**config.mk**
```make
export PLATFORM = sky130hd
export DESIGN_NAME = fetch_stage_flat
export DESIGN_NICKNAME = d
export VERILOG_FILES = /design/src/rtl/if_pkg.sv /design/src/rtl/fetch_stage_if.sv /design/src/rtl/fetch_stage_pc_reg.sv /design/src/rtl/fetch_stage.sv /design/src/flat_wrapper.sv
export SDC_FILE = /design/constraint.sdc
export NUM_CORES = 1
export LEC_CHECK = 0
export CAP_MARGIN = 20
export CORE_MARGIN = 2
export CORE_UTILIZATION = 41
export DETAILED_ROUTE_END_ITERATION = 10
export GPL_TIMING_DRIVEN = 0
export HOLD_SLACK_MARGIN = 0.15
export PLACE_DENSITY = 0.75
export SLEW_MARGIN = 20
export SYNTH_ARGS = -nofsm -noshare
export SYNTH_HDL_FRONTEND = slang
export SYNTH_HIERARCHICAL = 1
export SYNTH_SLANG_ARGS = --single-unit
```
**constraint.sdc**
```tcl
create_clock -name clk -period 2.5 [get_ports clk]
set_clock_uncertainty 0.2 [all_clocks]
set_input_delay 0.75 -clock clk [delete_from_list [all_inputs] [get_ports clk]]
set_output_delay 0.75 -clock clk [all_outputs]
set_load 0.01 [all_outputs]
```
**src/rtl/if_pkg.sv**
```systemverilog
// Shared types and constants for the instruction fetch stage.
package if_pkg;

  localparam int PC_W    = 16;
  localparam int INSTR_W = 16;

  localparam logic [PC_W-1:0]    DEF_PC_STEP   = 16'd4;
  localparam logic [INSTR_W-1:0] DEF_NOP_INSTR = 16'h0000;

  // IDLE: no request. WAIT: request outstanding. HOLD: instruction presented.
  // DROP: a redirect orphaned the outstanding request; swallow its response.
  typedef enum logic [1:0] {
    IDLE = 2'd0,
    WAIT = 2'd1,
    HOLD = 2'd2,
    DROP = 2'd3
  } fetch_state_t;

  // 16-bit modulo PC advance; wraps silently.
  function automatic logic [PC_W-1:0] pc_advance(input logic [PC_W-1:0] pc,
                                                 input logic [PC_W-1:0] step);
    return pc + step;
  endfunction

endpackage

```
**src/rtl/fetch_stage_if.sv**
```systemverilog
// Instruction memory request/response bus: one request outstanding at a time.
interface fetch_stage_if;
  import if_pkg::*;

  logic               imem_req;
  logic [PC_W-1:0]    imem_addr;
  logic               imem_rvalid;
  logic [INSTR_W-1:0] imem_rdata;

  // Fetch side issues requests, memory side answers them.
  modport master (output imem_req, output imem_addr,
                  input  imem_rvalid, input imem_rdata);
  modport slave  (input  imem_req, input imem_addr,
                  output imem_rvalid, output imem_rdata);

endinterface

```
**src/rtl/fetch_stage_pc_reg.sv**
```systemverilog
// Program counter register: redirect load beats sequential increment.
module pc_reg
  import if_pkg::*;
#(
  parameter logic [PC_W-1:0] RESET_PC = 16'h0000,
  parameter logic [PC_W-1:0] PC_STEP  = DEF_PC_STEP
) (
  input  logic            clk,
  input  logic            reset,
  input  logic            load,
  input  logic            inc,
  input  logic [PC_W-1:0] target,
  output logic [PC_W-1:0] pc
);

  logic [PC_W-1:0] pc_q, pc_d;

  // Next PC: branch target has priority over +PC_STEP.
  always_comb begin
    pc_d = pc_q;
    if (load)     pc_d = target;
    else if (inc) pc_d = pc_advance(pc_q, PC_STEP);
  end

  // PC state with synchronous reset to RESET_PC.
  always_ff @(posedge clk) begin
    if (reset) pc_q <= RESET_PC;
    else       pc_q <= pc_d;
  end

  assign pc = pc_q;

endmodule

```
**src/rtl/fetch_stage.sv**
```systemverilog
// Instruction fetch stage: owns the PC, runs the imem handshake and drives IF/ID.
module fetch_stage
  import if_pkg::*;
#(
  parameter logic [PC_W-1:0]    RESET_PC  = 16'h0000,
  parameter logic [PC_W-1:0]    PC_STEP   = DEF_PC_STEP,
  parameter logic [INSTR_W-1:0] NOP_INSTR = DEF_NOP_INSTR
) (
  input  logic               clk,
  input  logic               reset,
  input  logic               stall,
  input  logic               branch_taken,
  input  logic [PC_W-1:0]    branch_target,
  fetch_stage_if.master      imem,
  output logic               valid_out,
  output logic [PC_W-1:0]    pc_out,
  output logic [PC_W-1:0]    pc_plus4_out,
  output logic [INSTR_W-1:0] instruction_out
);

  fetch_state_t       state_q, state_d;
  logic               req_q, req_d;
  logic               valid_q, valid_d;
  logic [PC_W-1:0]    pc_out_q, pc_out_d;
  logic [PC_W-1:0]    pc4_q, pc4_d;
  logic [INSTR_W-1:0] instr_q, instr_d;
  logic               pc_load, pc_inc;
  logic [PC_W-1:0]    pc;

  pc_reg #(
    .RESET_PC (RESET_PC),
    .PC_STEP  (PC_STEP)
  ) u_pc_reg (
    .clk    (clk),
    .reset  (reset),
    .load   (pc_load),
    .inc    (pc_inc),
    .target (branch_target),
    .pc     (pc)
  );

  // Next state and next output values; redirect overrides stall and rvalid.
  always_comb begin
    state_d  = state_q;
    valid_d  = valid_q;
    pc_out_d = pc_out_q;
    pc4_d    = pc4_q;
    instr_d  = instr_q;
    pc_load  = 1'b0;
    pc_inc   = 1'b0;
    if (branch_taken) begin
      pc_load = 1'b1;
      valid_d = 1'b0;
      instr_d = NOP_INSTR;
      case (state_q)
        // A response arriving with the redirect is dropped on the spot; a
        // response still in flight must be swallowed in DROP.
        WAIT:    state_d = imem.imem_rvalid ? WAIT : DROP;
        DROP:    state_d = DROP;
        default: state_d = WAIT;
      endcase
    end else begin
      case (state_q)
        IDLE: state_d = WAIT;
        WAIT: begin
          if (imem.imem_rvalid) begin
            valid_d  = 1'b1;
            instr_d  = imem.imem_rdata;
            pc_out_d = pc;
            pc4_d    = pc_advance(pc, PC_STEP);
            pc_inc   = 1'b1;
            state_d  = HOLD;
          end
        end
        HOLD: begin
          // IF/ID captures at this edge; present a bubble until the next fetch.
          if (!stall) begin
            valid_d = 1'b0;
            instr_d = NOP_INSTR;
            state_d = WAIT;
          end
        end
        DROP: if (imem.imem_rvalid) state_d = WAIT;
        default: state_d = IDLE;
      endcase
    end
    req_d = (state_d == WAIT);
  end

  // FSM state and registered outputs.
  always_ff @(posedge clk) begin
    if (reset) begin
      state_q  <= IDLE;
      req_q    <= 1'b0;
      valid_q  <= 1'b0;
      pc_out_q <= '0;
      pc4_q    <= '0;
      instr_q  <= NOP_INSTR;
    end else begin
      state_q  <= state_d;
      req_q    <= req_d;
      valid_q  <= valid_d;
      pc_out_q <= pc_out_d;
      pc4_q    <= pc4_d;
      instr_q  <= instr_d;
    end
  end

  // PC only moves on a response or a redirect, so the address holds while requesting.
  assign imem.imem_req   = req_q;
  assign imem.imem_addr  = pc;
  assign valid_out       = valid_q;
  assign pc_out          = pc_out_q;
  assign pc_plus4_out    = pc4_q;
  assign instruction_out = instr_q;

endmodule

```
**src/flat_wrapper.sv**
```systemverilog
// flat-port wrapper written by rule: the top's interface ports become plain ports
module fetch_stage_flat import if_pkg::*;
#(
  parameter logic [PC_W-1:0]    RESET_PC  = 16'h0000,
  parameter logic [PC_W-1:0]    PC_STEP   = DEF_PC_STEP,
  parameter logic [INSTR_W-1:0] NOP_INSTR = DEF_NOP_INSTR
)
  (clk, reset, stall, branch_taken, branch_target, valid_out, pc_out, pc_plus4_out, instruction_out, imem_imem_req, imem_imem_addr, imem_imem_rvalid, imem_imem_rdata);
  fetch_stage_if imem_i ();
  input  logic clk;
  input  logic reset;
  input  logic stall;
  input  logic branch_taken;
  input  logic [PC_W-1:0] branch_target;
  output logic valid_out;
  output logic [PC_W-1:0] pc_out;
  output logic [PC_W-1:0] pc_plus4_out;
  output logic [INSTR_W-1:0] instruction_out;
  output wire logic [$bits(imem_i.imem_req)-1:0] imem_imem_req;
  output wire logic [$bits(imem_i.imem_addr)-1:0] imem_imem_addr;
  input wire logic [$bits(imem_i.imem_rvalid)-1:0] imem_imem_rvalid;
  input wire logic [$bits(imem_i.imem_rdata)-1:0] imem_imem_rdata;
  assign imem_imem_req = imem_i.imem_req;
  assign imem_imem_addr = imem_i.imem_addr;
  assign imem_i.imem_rvalid = imem_imem_rvalid;
  assign imem_i.imem_rdata = imem_imem_rdata;
  fetch_stage #(.RESET_PC(RESET_PC), .PC_STEP(PC_STEP), .NOP_INSTR(NOP_INSTR)) u_core (.clk(clk), .reset(reset), .stall(stall), .branch_taken(branch_taken), .branch_target(branch_target), .imem(imem_i), .valid_out(valid_out), .pc_out(pc_out), .pc_plus4_out(pc_plus4_out), .instruction_out(instruction_out));
endmodule
```
### Word level (Yosys, flattened, before mapping)

Cells that the tools add are included.

| cells by class | value |
|---|---|
| bitwise logic cells | 1 |
| add/sub/neg operators | 1 |
| equal/unequal tests | 6 |
| mux-type cells | 19 |
| reductions and logical operators | 6 |

Operator list:

| operator | count |
|---|---|
| $mux W16 | 4 |
| $pmux W16 S2 | 1 |
| $add A16 B3 Y16 const B | 1 |
| $mux W2 | 5 |
| $pmux W2 S4 | 1 |
| $mux W1 | 6 |
| $reduce_and A3 Y1 | 2 |
| $eq A2 B1 Y1 const B | 2 |
| $eq A2 B2 Y1 const B | 2 |
| $ne A2 B2 Y1 const B | 2 |
| $pmux W2 S2 | 1 |
| $reduce_bool A2 Y1 | 2 |
| $logic_not A2 Y1 | 1 |
| $pmux W1 S2 | 1 |
| $reduce_or A2 Y1 | 1 |
| $not A1 Y1 | 1 |

| storage, ports and cells | value |
|---|---|
| output and inout port bits | 66 |
| logic and storage cells | 40 |
| register bits after elaboration | 68 |
| input bits | 37 |

### Logic depth before layout (Yosys ltp)

| logic depth | value |
|---|---|
| word-level depth | 5 |
| gate-level depth with buffers | 11 |

### By module

The synthesis kept the hierarchy.

Modules (own cells, without submodules):

| module | times used | cells each | area an instance (um^2) |
|---|---|---|---|
| fetch_stage | 1 | 231 | 2150.8 |
| pc_reg | 1 | 101 | 884.6 |

### Least setup slack after synthesis

OpenSTA, ideal clock, no wires.

| timing path | value |
|---|---|
| path kind | input port to flip-flop |
| start point | input imem_imem_rvalid |
| end point | register u_core.u_pc_reg.pc_q[7] (netlist: u_core/u_pc_reg/pc[7]) |
| data required time | 2233 ps |
| arrival time | 2223 ps |
| slack | 10 ps |
| stages | 10 |
| path buffers | 3 |
| cells stage by stage | and3b_1 > buf_6 > nand2b_4 > buf_12 > inv_8 > buf_6 > nand3_2 > or3_1 > a21o_1 > a21oi_2 |

| between the ends | value |
|---|---|
| cells in the longest elaborated chain, start to end | 4 |

Ends and longest elaborated chain:

| what | line | RTL |
|---|---|---|
| start, declared | flat_wrapper.sv:21 | `input wire logic [$bits(imem_i.imem_rvalid)-1:0] imem_imem_rvalid;` |
| $mux W1 | fetch_stage.sv:66 | `if (imem.imem_rvalid) begin` |
| $mux W1 | fetch_stage.sv:63 | `case (state_q)` |
| $mux W1 | fetch_stage.sv:51 | `if (branch_taken) begin` |
| named net u_core.pc_inc | fetch_stage.sv:27 | `logic pc_load, pc_inc;` |
| $reduce_bool A2 Y1 (no source line) | -- |  |
| end signal, assigned | fetch_stage_pc_reg.sv:28 | `else pc_q <= pc_d;` |
| end, declared | fetch_stage_pc_reg.sv:16 | `logic [PC_W-1:0] pc_q, pc_d;` |

The timed path passes the listed nets, and every way through them passes these cells.
A chain may end at the register's enable or synchronous reset.

### Worst setup path after layout

| timing path | value |
|---|---|
| start point | register u_core.u_pc_reg.pc_q[3] (netlist: u_core/u_pc_reg/pc[3]) |
| end point | output imem_imem_addr[3] |

RTL lines:

| what | line | RTL |
|---|---|---|
| end, declared | flat_wrapper.sv:20 | `output wire logic [$bits(imem_i.imem_addr)-1:0] imem_imem_addr;` |

No word-level cell between the ends.

==> flow_summary.yaml <==
critical_path:
  cp_cell_sequence: "clkdlybuf4s50_1"
  reg2reg_depth: 9
  critical-path-max-stage-delay_ns: 0.62
  path_max_fanout: 9
  startpoint_type: "flop"
  cp_top_family: "buffers and inverters"
  critical_path_class: "reg -> out"
  cp_num_cells: 1
  cp_slowest_cell: "clkdlybuf4s50_1"
  critPathCaptureType: "output port"
  path_buf_inv: 1
  crit_required_ns: 1.55
  arrival_ns: 1.50
place:
  dp_cells: 532
  dp_slack_ns: -0.704
  place_congestion: 0.780
  port_buffers: 101
  hpwl_um: 5770
synth:
  yosysMostFrequentCell: "dfxtp_1"
  ys.flop_type: "dfxtp_1"
  yosys_warnings: 6
  ys_top_cells_by_count: "66 x dfxtp_1, 40 x nand2_1, 32 x nor2_1, 28 x a21oi_1, 16 x a22oi_1"
  syn_avg_cell_area_um2: 9.14
  synthArstFlopShare_pct: 0
  synth_seq_cells: 66
  syn-num-nets: 371
  syn_area_um2: 3040
  yosysTopAreaCellShare_pct: 43.5
  syn_inst: 332
  yosysUniqueCellTypes: 48
  synth_compound_area_share_pct: 16.7
  synthAdderAreaFrac_pct: 1.15
  synth_edf_count: 0
  synth_xor_area_share_pct: 6.92
  yosys.area_share.simple_pct: 23.0
  muxShareOfSynthArea_pct: 1.98
  synthTopCellsByArea: "dfxtp_1 44%, nand2_1 4.9%, a21oi_1 4.6%"
  ys_seq_area_share_pct: 43.5
  synth_top_family_by_area: "simple AND/OR/NAND/NOR gates"
  yosysTopAreaCell: "dfxtp_1"
cts:
  htree_levels: 3
  clock_sinks: 66
  postCtsSetupBuffers: 0
  clock-root-buffer: "clkbuf_8"
  clk_pin_slew_worst_paths_ns: 0.08
  cts.path.max_buffers: 2
  cts_made_buffers: 9
  clock_latency_ns: 0.34
  cts_tree: "yes"
timing:
  final-setup-viol-count: 0
  slew_violations: 0
  worst_pin_slew_ns: 0.736
  layout_setup_ws_ns: 0.0461
  period_share_pct: 98.2
  slew_headroom_pct: 50.9
  rsz0062_at_grt: "false"
  fin_crit_ns: 2.45
  fmax_mhz: 408
  hold_viol: 0
detailed_routing:
  drc_errors: 0
  vias: 2812
  drt-total-wl_um: 7940
  wl_per_cell_um: 14.5
  drt-pass1-iter-count: 4
  drt_iter0_drc: 134
  antenna_left: 0
  post_drt_via_cell_ratio: 5.14
power_and_ir_drop:
  p_leak_uw: 0.00153
  vdd_drop_max_v: 0.000303
  power.density_nw_per_um2: 577
run:
  maxCapViolations: 0
floorplanning:
  die_area_um2: 8110
  pin_count: 103
  core_um2: 7210
  fp.dieW_um: 90.0
  fp.dieH_um: 90.0
  start_util_pct: 42.1
  rows: 31
grt:
  grt_pass1_vias: 2621
  antenna_found_initial: 0
  track_usage_pct: 19.6
  grt_max_degree: 19
  grt.overflow.total: 0
  grt_pass1_wl_um: 12900
hold_path:
  worstHoldPathType: "reg -> reg"
  holdPathStages: 2
finish:
  post-route-util_pct: 61.0
  finalNetCount: 482
  antennaDiodeCount: 0
  drive_gt1_share_pct: 15.8
  final_cells: 547
  syn_to_final_growth_pct: 45.1
status:
  outcome: "completed"
==> cells in the final DEF (no fill, tap or decap), types with 2 or more instances in the layout <==
cell type	n
a211oi_1	4
a211oi_2	10
a21oi_1	28
a22oi_1	16
and2_1	2
and3_1	3
and4_1	3
buf_1	3
buf_2	4
buf_4	4
buf_6	3
bufinv_16	2
clkbuf_1	7
clkbuf_8	11
clkdlybuf4s50_1	99
clkinvlp_4	2
dfxtp_1	58
dfxtp_2	8
ha_1	2
inv_1	6
mux2i_1	6
nand2_1	40
nand3_1	6
nand3_2	2
nand3b_1	3
nand4_1	10
nor2_1	32
nor2_2	9
nor2b_1	2
nor3b_1	6
nor4_2	2
o21a_1	4
o21ai_0	3
o22ai_1	3
or2_2	2
xnor2_1	9
xor2_1	15
==> area by class of cell <==
| type | instances | area, µm² |
|---|---|---|
| Fill cell | 657 | 2810 |
| Multi-Input combinational cell | 235 | 1510 |
| Sequential cell | 66 | 1330 |
| Timing Repair Buffer | 101 | 1000 |
| Buffer | 23 | 156 |
| Clock buffer | 11 | 151 |
| Tap cell | 99 | 124 |
| Clock inverter | 5 | 83.8 |
| Inverter | 7 | 38.8 |
==> power by group <==
group	total (µW)	switching (µW)	internal [µW]
clock network	1040	419	619
logic	347	154	193
registers	1150	59.8	1090
==> stage by stage <==
stage / hold slack, ns / setup TNS (ns) / power (µW) / instance area, µm²
2_1_floorplan: 0.281 / 0 / 1340 / 3040
3_3_place_gp: 0.244 / -10.75 / 1520 / 4170
3_5_place_dp: 0.250 / -11.63 / 1520 / 4170
4_1_cts: 0.260 / 0 / 2560 / 4400
5_1_grt: 0.283 / 0 / 2650 / 4400
6_report: 0.256 / 0 / 2540 / 4400
==> kinds of logic (layout without fill, tap and decap cells) <==
family	after synthesis	in the layout
xor gates and xnor gates	24	24
buffers and inverters	31	147
adders and majority gates	3	3
muxes	6	6
and+or+nand+nor	131	131
AOI/OAI and AO/OA	71	71
DFF	66	66
==> what timing repair did <==
action	CTS	global route
endpoints found under the hold margin	0	0
hold buffers	0	0
resized for setup	7	6
endpoints found under the setup margin	18	9
==> routing by layer <==
metal,global-route usage [%],up-vias,share of wire (%)
met5,0,-,0
met4,8.33,0,1.5
met3,3.19,11,5.7
met2,31.8,90,49
met1,26.0,1331,44
li1,-,1380,-
==> path summary, 6_finish.rpt <==
check,from,to,slack (ns)
hold reg to reg,u_core/pc_out[7],u_core/pc_out[7],0.26
setup / recovery,u_core/u_pc_reg/pc[3],imem_imem_addr[3],0.05
setup reg to reg,u_core/state_q[1],u_core/u_pc_reg/pc[7],0.32
hold / removal,u_core/pc_out[7],u_core/pc_out[7],0.26
(Power assumes the default switching activity.)
